--- src/rtl/in_order_accept.sv ---
// Receive-side RC sequence checker: classifies packets against the per-QP EPSN, forwards in-order traffic, drops the rest, emits ACK/NAK.
// Optional INORDER_ACCEPT_NAK_ONCE_EN: suppress repeated NAKs per QP until an in-order packet arrives.
`ifndef PKT_HEAD_WIDTH
`define PKT_HEAD_WIDTH 320
`endif
`ifndef PKT_DATA_WIDTH
`define PKT_DATA_WIDTH 256
`endif
`ifndef QP_NUM_LOG
`define QP_NUM_LOG 4
`endif
`ifndef PSN_WIDTH
`define PSN_WIDTH 24
`endif
`ifndef QPN_OFFSET
`define QPN_OFFSET 224
`endif
`ifndef SERVICE_TYPE_OFFSET
`define SERVICE_TYPE_OFFSET 216
`endif

module in_order_accept #(
  parameter int HEAD_W    = `PKT_HEAD_WIDTH,
  parameter int DATA_W    = `PKT_DATA_WIDTH,
  parameter int QPN_LOG   = `QP_NUM_LOG,
  parameter int PSN_W     = `PSN_WIDTH,
  parameter int ACK_CMD_W = 50,
  parameter int QPN_OFS   = `QPN_OFFSET,
  parameter int SVC_OFS   = `SERVICE_TYPE_OFFSET
) (
  input  logic                 clk,
  input  logic                 rst,
  input  logic                 i_packet_in_valid,
  input  logic [HEAD_W-1:0]    iv_packet_in_head,
  input  logic [DATA_W-1:0]    iv_packet_in_data,
  input  logic                 i_packet_in_start,
  input  logic                 i_packet_in_last,
  output logic                 o_packet_in_ready,
  output logic [QPN_LOG-1:0]   ov_epsn_rd_index,
  input  logic [PSN_W-1:0]     iv_epsn_rd_data,
  output logic                 o_epsn_wr_en,
  output logic [QPN_LOG-1:0]   ov_epsn_wr_index,
  output logic [PSN_W-1:0]     ov_epsn_wr_data,
  output logic                 o_ack_wr_en,
  output logic [ACK_CMD_W-1:0] ov_ack_din,
  input  logic                 i_ack_prog_full,
  output logic                 o_packet_out_valid,
  output logic [HEAD_W-1:0]    ov_packet_out_head,
  output logic [DATA_W-1:0]    ov_packet_out_data,
  output logic                 o_packet_out_start,
  output logic                 o_packet_out_last,
  input  logic                 i_packet_out_ready,
  output logic [31:0]          ov_dup_cnt,
  output logic [31:0]          ov_oos_cnt
);

  localparam logic [2:0] SVC_RC = 3'd0;
  localparam logic [2:0] SVC_UC = 3'd1;
  localparam logic [2:0] SVC_UD = 3'd3;

  typedef enum logic [1:0] {S_IDLE, S_FWD, S_DROP} state_e;
  typedef enum logic [2:0] {C_INORDER, C_OOS, C_DUP, C_UC, C_UD, C_OTHER} cls_e;

  state_e               state_q, state_d;
  cls_e                 cls_q, cls_d, cls_new;
  logic [23:0]          qpn_q, qpn_d;
  logic [PSN_W-1:0]     psn_q, psn_d, epsn_q, epsn_d;
  logic                 ack_wr_en_q, ack_wr_en_d;
  logic [ACK_CMD_W-1:0] ack_din_q, ack_din_d;
  logic [31:0]          dup_cnt_q, dup_cnt_d, oos_cnt_q, oos_cnt_d;
  logic                 last_hs;
`ifdef INORDER_ACCEPT_NAK_ONCE_EN
  logic [(1<<QPN_LOG)-1:0] nak_sent_q, nak_sent_d;
`endif

  logic [PSN_W-1:0]   hdr_psn, psn_diff;
  logic [23:0]        hdr_qpn;
  logic [2:0]         hdr_svc;
  logic [QPN_LOG-1:0] qpn_idx;

  assign hdr_psn  = iv_packet_in_head[271:248];
  assign hdr_qpn  = iv_packet_in_head[QPN_OFS +: 24];
  assign hdr_svc  = iv_packet_in_head[SVC_OFS +: 3];
  assign psn_diff = hdr_psn - iv_epsn_rd_data;
  assign qpn_idx  = qpn_q[QPN_LOG-1:0];

  assign ov_epsn_rd_index = (state_q == S_IDLE) ? hdr_qpn[QPN_LOG-1:0] : qpn_idx;
  assign o_ack_wr_en      = ack_wr_en_q;
  assign ov_ack_din       = ack_din_q;
  assign ov_dup_cnt       = dup_cnt_q;
  assign ov_oos_cnt       = oos_cnt_q;

  // Forward distance below half the PSN space is a gap; anything else is a retransmission.
  always_comb begin
    cls_new = C_OTHER;
    if (hdr_svc == SVC_RC) begin
      if (psn_diff == '0)               cls_new = C_INORDER;
      else if (!psn_diff[PSN_W-1])      cls_new = C_OOS;
      else                              cls_new = C_DUP;
    end else if (hdr_svc == SVC_UC) begin
      cls_new = C_UC;
    end else if (hdr_svc == SVC_UD) begin
      cls_new = C_UD;
    end
  end

  always_comb begin
    state_d            = state_q;
    cls_d              = cls_q;
    qpn_d              = qpn_q;
    psn_d              = psn_q;
    epsn_d             = epsn_q;
    ack_wr_en_d        = 1'b0;
    ack_din_d          = '0;
    dup_cnt_d          = dup_cnt_q;
    oos_cnt_d          = oos_cnt_q;
    o_packet_in_ready  = 1'b0;
    o_packet_out_valid = 1'b0;
    ov_packet_out_head = '0;
    ov_packet_out_data = '0;
    o_packet_out_start = 1'b0;
    o_packet_out_last  = 1'b0;
    o_epsn_wr_en       = 1'b0;
    ov_epsn_wr_index   = '0;
    ov_epsn_wr_data    = '0;
    last_hs            = 1'b0;
`ifdef INORDER_ACCEPT_NAK_ONCE_EN
    nak_sent_d         = nak_sent_q;
`endif

    unique case (state_q)
      S_IDLE: begin
        if (i_packet_in_valid && i_packet_in_start && !i_ack_prog_full) begin
          qpn_d   = hdr_qpn;
          psn_d   = hdr_psn;
          epsn_d  = iv_epsn_rd_data;
          cls_d   = cls_new;
          state_d = (cls_new == C_INORDER || cls_new == C_UC || cls_new == C_UD) ? S_FWD : S_DROP;
        end
      end
      S_FWD: begin
        o_packet_in_ready  = i_packet_out_ready;
        o_packet_out_valid = i_packet_in_valid && i_packet_out_ready;
        ov_packet_out_data = iv_packet_in_data;
        o_packet_out_start = i_packet_in_start;
        o_packet_out_last  = i_packet_in_last;
        // Strip the 3-byte PSN field and shorten the header length to match.
        if (i_packet_in_start) begin
          ov_packet_out_head[247:8] = iv_packet_in_head[247:8];
          ov_packet_out_head[7:0]   = iv_packet_in_head[7:0] - 8'd3;
        end
        last_hs = i_packet_in_valid && i_packet_out_ready && i_packet_in_last;
      end
      S_DROP: begin
        o_packet_in_ready = 1'b1;
        last_hs           = i_packet_in_valid && i_packet_in_last;
      end
      default: state_d = S_IDLE;
    endcase

    if (last_hs) begin
      state_d = S_IDLE;
      unique case (cls_q)
        C_INORDER: begin
          o_epsn_wr_en     = 1'b1;
          ov_epsn_wr_index = qpn_idx;
          ov_epsn_wr_data  = psn_q + PSN_W'(1);
          ack_wr_en_d      = 1'b1;
          ack_din_d        = {2'b01, psn_q, qpn_q};
`ifdef INORDER_ACCEPT_NAK_ONCE_EN
          nak_sent_d[qpn_idx] = 1'b0;
`endif
        end
        C_UC: begin
          o_epsn_wr_en     = 1'b1;
          ov_epsn_wr_index = qpn_idx;
          ov_epsn_wr_data  = psn_q + PSN_W'(1);
        end
        C_DUP: begin
          ack_wr_en_d = 1'b1;
          ack_din_d   = {2'b01, epsn_q - PSN_W'(1), qpn_q};
          if (dup_cnt_q != '1) dup_cnt_d = dup_cnt_q + 32'd1;
        end
        C_OOS: begin
          if (oos_cnt_q != '1) oos_cnt_d = oos_cnt_q + 32'd1;
`ifdef INORDER_ACCEPT_NAK_ONCE_EN
          if (!nak_sent_q[qpn_idx]) begin
            ack_wr_en_d         = 1'b1;
            ack_din_d           = {2'b10, epsn_q, qpn_q};
            nak_sent_d[qpn_idx] = 1'b1;
          end
`else
          ack_wr_en_d = 1'b1;
          ack_din_d   = {2'b10, epsn_q, qpn_q};
`endif
        end
        default: ;
      endcase
    end
  end

  always_ff @(posedge clk) begin
    if (rst) begin
      state_q     <= S_IDLE;
      cls_q       <= C_INORDER;
      qpn_q       <= '0;
      psn_q       <= '0;
      epsn_q      <= '0;
      ack_wr_en_q <= 1'b0;
      ack_din_q   <= '0;
      dup_cnt_q   <= '0;
      oos_cnt_q   <= '0;
`ifdef INORDER_ACCEPT_NAK_ONCE_EN
      nak_sent_q  <= '0;
`endif
    end else begin
      state_q     <= state_d;
      cls_q       <= cls_d;
      qpn_q       <= qpn_d;
      psn_q       <= psn_d;
      epsn_q      <= epsn_d;
      ack_wr_en_q <= ack_wr_en_d;
      ack_din_q   <= ack_din_d;
      dup_cnt_q   <= dup_cnt_d;
      oos_cnt_q   <= oos_cnt_d;
`ifdef INORDER_ACCEPT_NAK_ONCE_EN
      nak_sent_q  <= nak_sent_d;
`endif
    end
  end

endmodule

--- config.mk ---
export PLATFORM = sky130hd
export DESIGN_NAME = in_order_accept
export DESIGN_NICKNAME = d
export VERILOG_FILES = /design/src/rtl/in_order_accept.sv
export SDC_FILE = /design/constraint.sdc
export NUM_CORES = 1
export LEC_CHECK = 0
export BUFFER_PORTS_ARGS = -buffer_cell sky130_fd_sc_hd__buf_2
export CAP_MARGIN = 20
export CORE_AREA = 2 2 523 525
export CTS_CLUSTER_DIAMETER = 30
export DETAILED_ROUTE_END_ITERATION = 6
export DIE_AREA = 0 0 525 527
export GPL_TIMING_DRIVEN = 0
export HOLD_SLACK_MARGIN = 0.12
export PLACE_DENSITY_LB_ADDON = 0.1
export SLEW_MARGIN = 15
export SYNTH_ARGS = -nofsm -noshare
export SYNTH_HDL_FRONTEND = slang
export SYNTH_SLANG_ARGS = --single-unit
export TNS_END_PERCENT = 1
--- constraint.sdc ---
create_clock -name clk -period 5.1 [get_ports clk]
set_input_delay 0.255 -clock clk [delete_from_list [all_inputs] [get_ports clk]]
set_output_delay 0.255 -clock clk [all_outputs]
set_load 0.02 [all_outputs]
==> impl_metrics.toml <==
[run_status]
status = "finished clean"

[worst_setup_path]
slowest_delay_ns = 0.62
cp_max_fo = 10
cp.required_ns = 4.85
cp_data_arrival_time_ns = 4.12
crit_chain = "inv_1 -> ha_1 -> o2111ai_2 -> or4_1 -> clkbuf_1 -> clkbuf_1 -> nor2_1 -> buf_2"
reg2reg_depth = 9
crit_top_cell = "clkbuf_1"
endpoint_kind = "primary output"
critPathKind = "flip-flop to primary output"
startpoint_type = "flip-flop"
critPathSlowestCell = "or4_1"

[floorplanning]
num_rows = 192
initial_utilization_pct = 5.15
core_sq_um = 272000
die_area_sq_um = 277000
die_w_um = 525
die_y_um = 527
io_pins = 1335

[timing]
skew_ns = 0.0598
drv_slew = 0
fmax_ghz = 0.229
finalCritPeriodShare_pct = 85.7
holdWs_ns = 0.202
setup_viol = 0
hold_viol = 0
setup_tns_ns = 0
period_minus_slack_ns = 4.37
worst_pin_slew_ns = 1.02
slew_headroom_pct = 32.0
rsz0062_at_grt = "no"

[pwr]
netSwitchingPower_mw = 1.71
p_clk_share_pct = 36.5
ir_drop_uv = 306
pwr-share-seq_pct = 35.7
intPower_mw = 2.62
p_total_mw = 4.33
pwr-share-comb_pct = 27.8
power.leakage_nw = 13.2
netSwitchingFraction_pct = 39.4
powerDensity_nw_per_um2 = 163

[synth]
yosysTopAreaCellShare_pct = 27.5
syn_inst = 1937
synth_top_area_cell = "dfxtp_1"
synth_seq_cells = 192
synthDistinctLibCells = 78
syn_area_sq_um = 14000
synth_common_cells = "and2_1, and3_1, nand2_1"
yosysWarnings = 0
ys_seq_area_share_pct = 27.5
synth_edf_count = 0
syn_area_per_cell_sq_um = 7.22
synth_top_flop_cell = "dfxtp_1"
synthTopCellsByArea = "dfxtp_1, and2_1, and3_1"
async_flop_share_pct = 0
synth.most_common_cell = "and2_1"

[clock_network]
cts.clk_slew.worst_paths_ns = 0.10
post_cts_buffers = 0
h-tree-depth = 4
cts_tree = "yes"
insertion_delay_ns = 0.58
root_buffer = "clkbuf_16"
cts_buffer_depth = 2
cts_resized = 0
hold_buffers = 73
clock_sinks = 192
cts_made_buffers = 17

[route]
via_count = 20600
drt-met1-wl_um = 81600
drt_wl_total_um = 215000
route.detailed.drc = 0
ant_nets = 0
dr.pass1.iters = 5
wl_per_cell_um = 30.6
vias_per_cell = 2.93
first_iter_violations = 1224
highest_layer = "met5"
routed-wl-met3_um = 16700
wl_met2_um = 108000

[global_routing]
grt_pass1_vias = 20000
grt_usage_pct = 14.9
grt_remaining_overflow = 0
grt_pass1_wl_um = 261000
antenna_found_initial = 183
grt_max_degree = 23

[final_layout]
fin_util_pct = 9.76
instances_no_fill = 7012
fillerInstances = 32200
drive_gt1_share_pct = 41.2
area_growth_pct = 89.7
final_nets = 3958

[place]
gp_congestion = 0.977
hpwl_um = 197000
dpl.cell_count = 6816
numPortBuffers = 1212

[hold_path]
min_path_cells = 4
hold_path_class = "input pin to flip-flop"

[job]
drv_cap = 0
[worst paths after layout]
check	from	to	slack [ns]
max	state_q[0]	ov_epsn_wr_data[13]	0.73
min	iv_packet_in_head[217]	state_q[0]	0.20
max reg2reg	epsn_q[2]	ov_ack_din[44]	1.53
min reg2reg	qpn_q[17]	qpn_q[17]	0.45
[final cells by class]
type                       instances  area [sq um]  share of cell area [%]
multi-input combinational       1550          9130                    34.4
timing repair buffer            1292          6900                    26.0
tap                             3589          4490                    16.9
sequential                       192          3840                    14.5
buffer                           216          1120                    4.21
clock buffer                      17           425                    1.60
antenna                           91           228                   0.858
clock inverter                    15           206                   0.778
inverter                          50           188                   0.707
[per-layer routing]
metal | up-vias | global-route usage [%]
li1 | 9284 | -
met1 | 9988 | 16.9
met2 | 1034 | 26.9
met3 | 213 | 3.84
met4 | 56 | 4.97
met5 | - | 0
[state kept, by name, indices dropped and copies added (netlist names)]
name and flops:
o_ack_wr_en 1, psn_q 24, ov_oos_cnt 32, cls_q 3, state_q 2, ov_ack_din 50, epsn_q 24, qpn_q 24
ov_dup_cnt 32
[power by group through the flow]
| stage | Combinational [mW] | Clock [mW] | Sequential (mW) |
|---|---|---|---|
| after floorplan | 0.502 | 0 | 1.57 |
| after global placement | 1.17 | 0 | 1.58 |
| after detailed placement | 1.18 | 0 | 1.58 |
| after CTS | 1.24 | 1.72 | 1.55 |
| after global routing | 1.29 | 1.72 | 1.55 |
| final | 1.20 | 1.58 | 1.55 |
[metrics by stage]
step	setup slack [ns]	cell area [sq um]
finish	0.727	26500
floorplan	2.32	14200
global route	0.474	26400
global placement	-0.432	24800
detailed placement	1.19	24900
CTS	0.516	26300
[worst max-delay path, delay by kind of cell, from the launching register on]
| kind | cells | cell delay (ns) |
|---|---|---|
| adders and majority gates | 1 | 0.39 |
| and+or+nand+nor | 2 | 1.14 |
| AOI/OAI and AO/OA | 1 | 0.41 |
| DFF | 1 | 0.37 |
| buffers and inverters | 4 | 1.23 |
[cells in the final DEF (no fill, tap or decap), types with 8 or more instances in the layout]
cell,n
and3_1,260
buf_2,1221
a222oi_1,9
nand4_1,15
xnor2_1,34
nor3_1,19
a211oi_1,8
a21oi_1,123
nand2_1,234
buf_4,75
nand3_1,36
conb_1,72
ha_1,31
and2_1,286
nand2b_1,8
diode_2,91
clkbuf_1,119
clkinv_8,9
nor4_1,8
clkbuf_2,11
dfxtp_1,192
inv_1,50
o21ai_0,34
xor2_1,65
clkbuf_16,17
dlygate4sd3_1,73
or3_1,20
and4_1,12
nor2_1,157
[kinds of logic (layout without fill, tap and decap cells)]
logic type / after synthesis / after routing / synth area share (%)
AOI/OAI and AO/OA: 250 / 250 / 11.5
and+or+nand+nor: 1091 / 1091 / 42.2
adders and majority gates: 32 / 32 / 2.92
other: 1 / 163 / 0.0268
DFF: 192 / 192 / 27.5
muxes: 6 / 6 / 0.430
xor gates and xnor gates: 99 / 99 / 6.20
buffers and inverters: 266 / 1590 / 9.23
(Power assumes the default switching activity.)
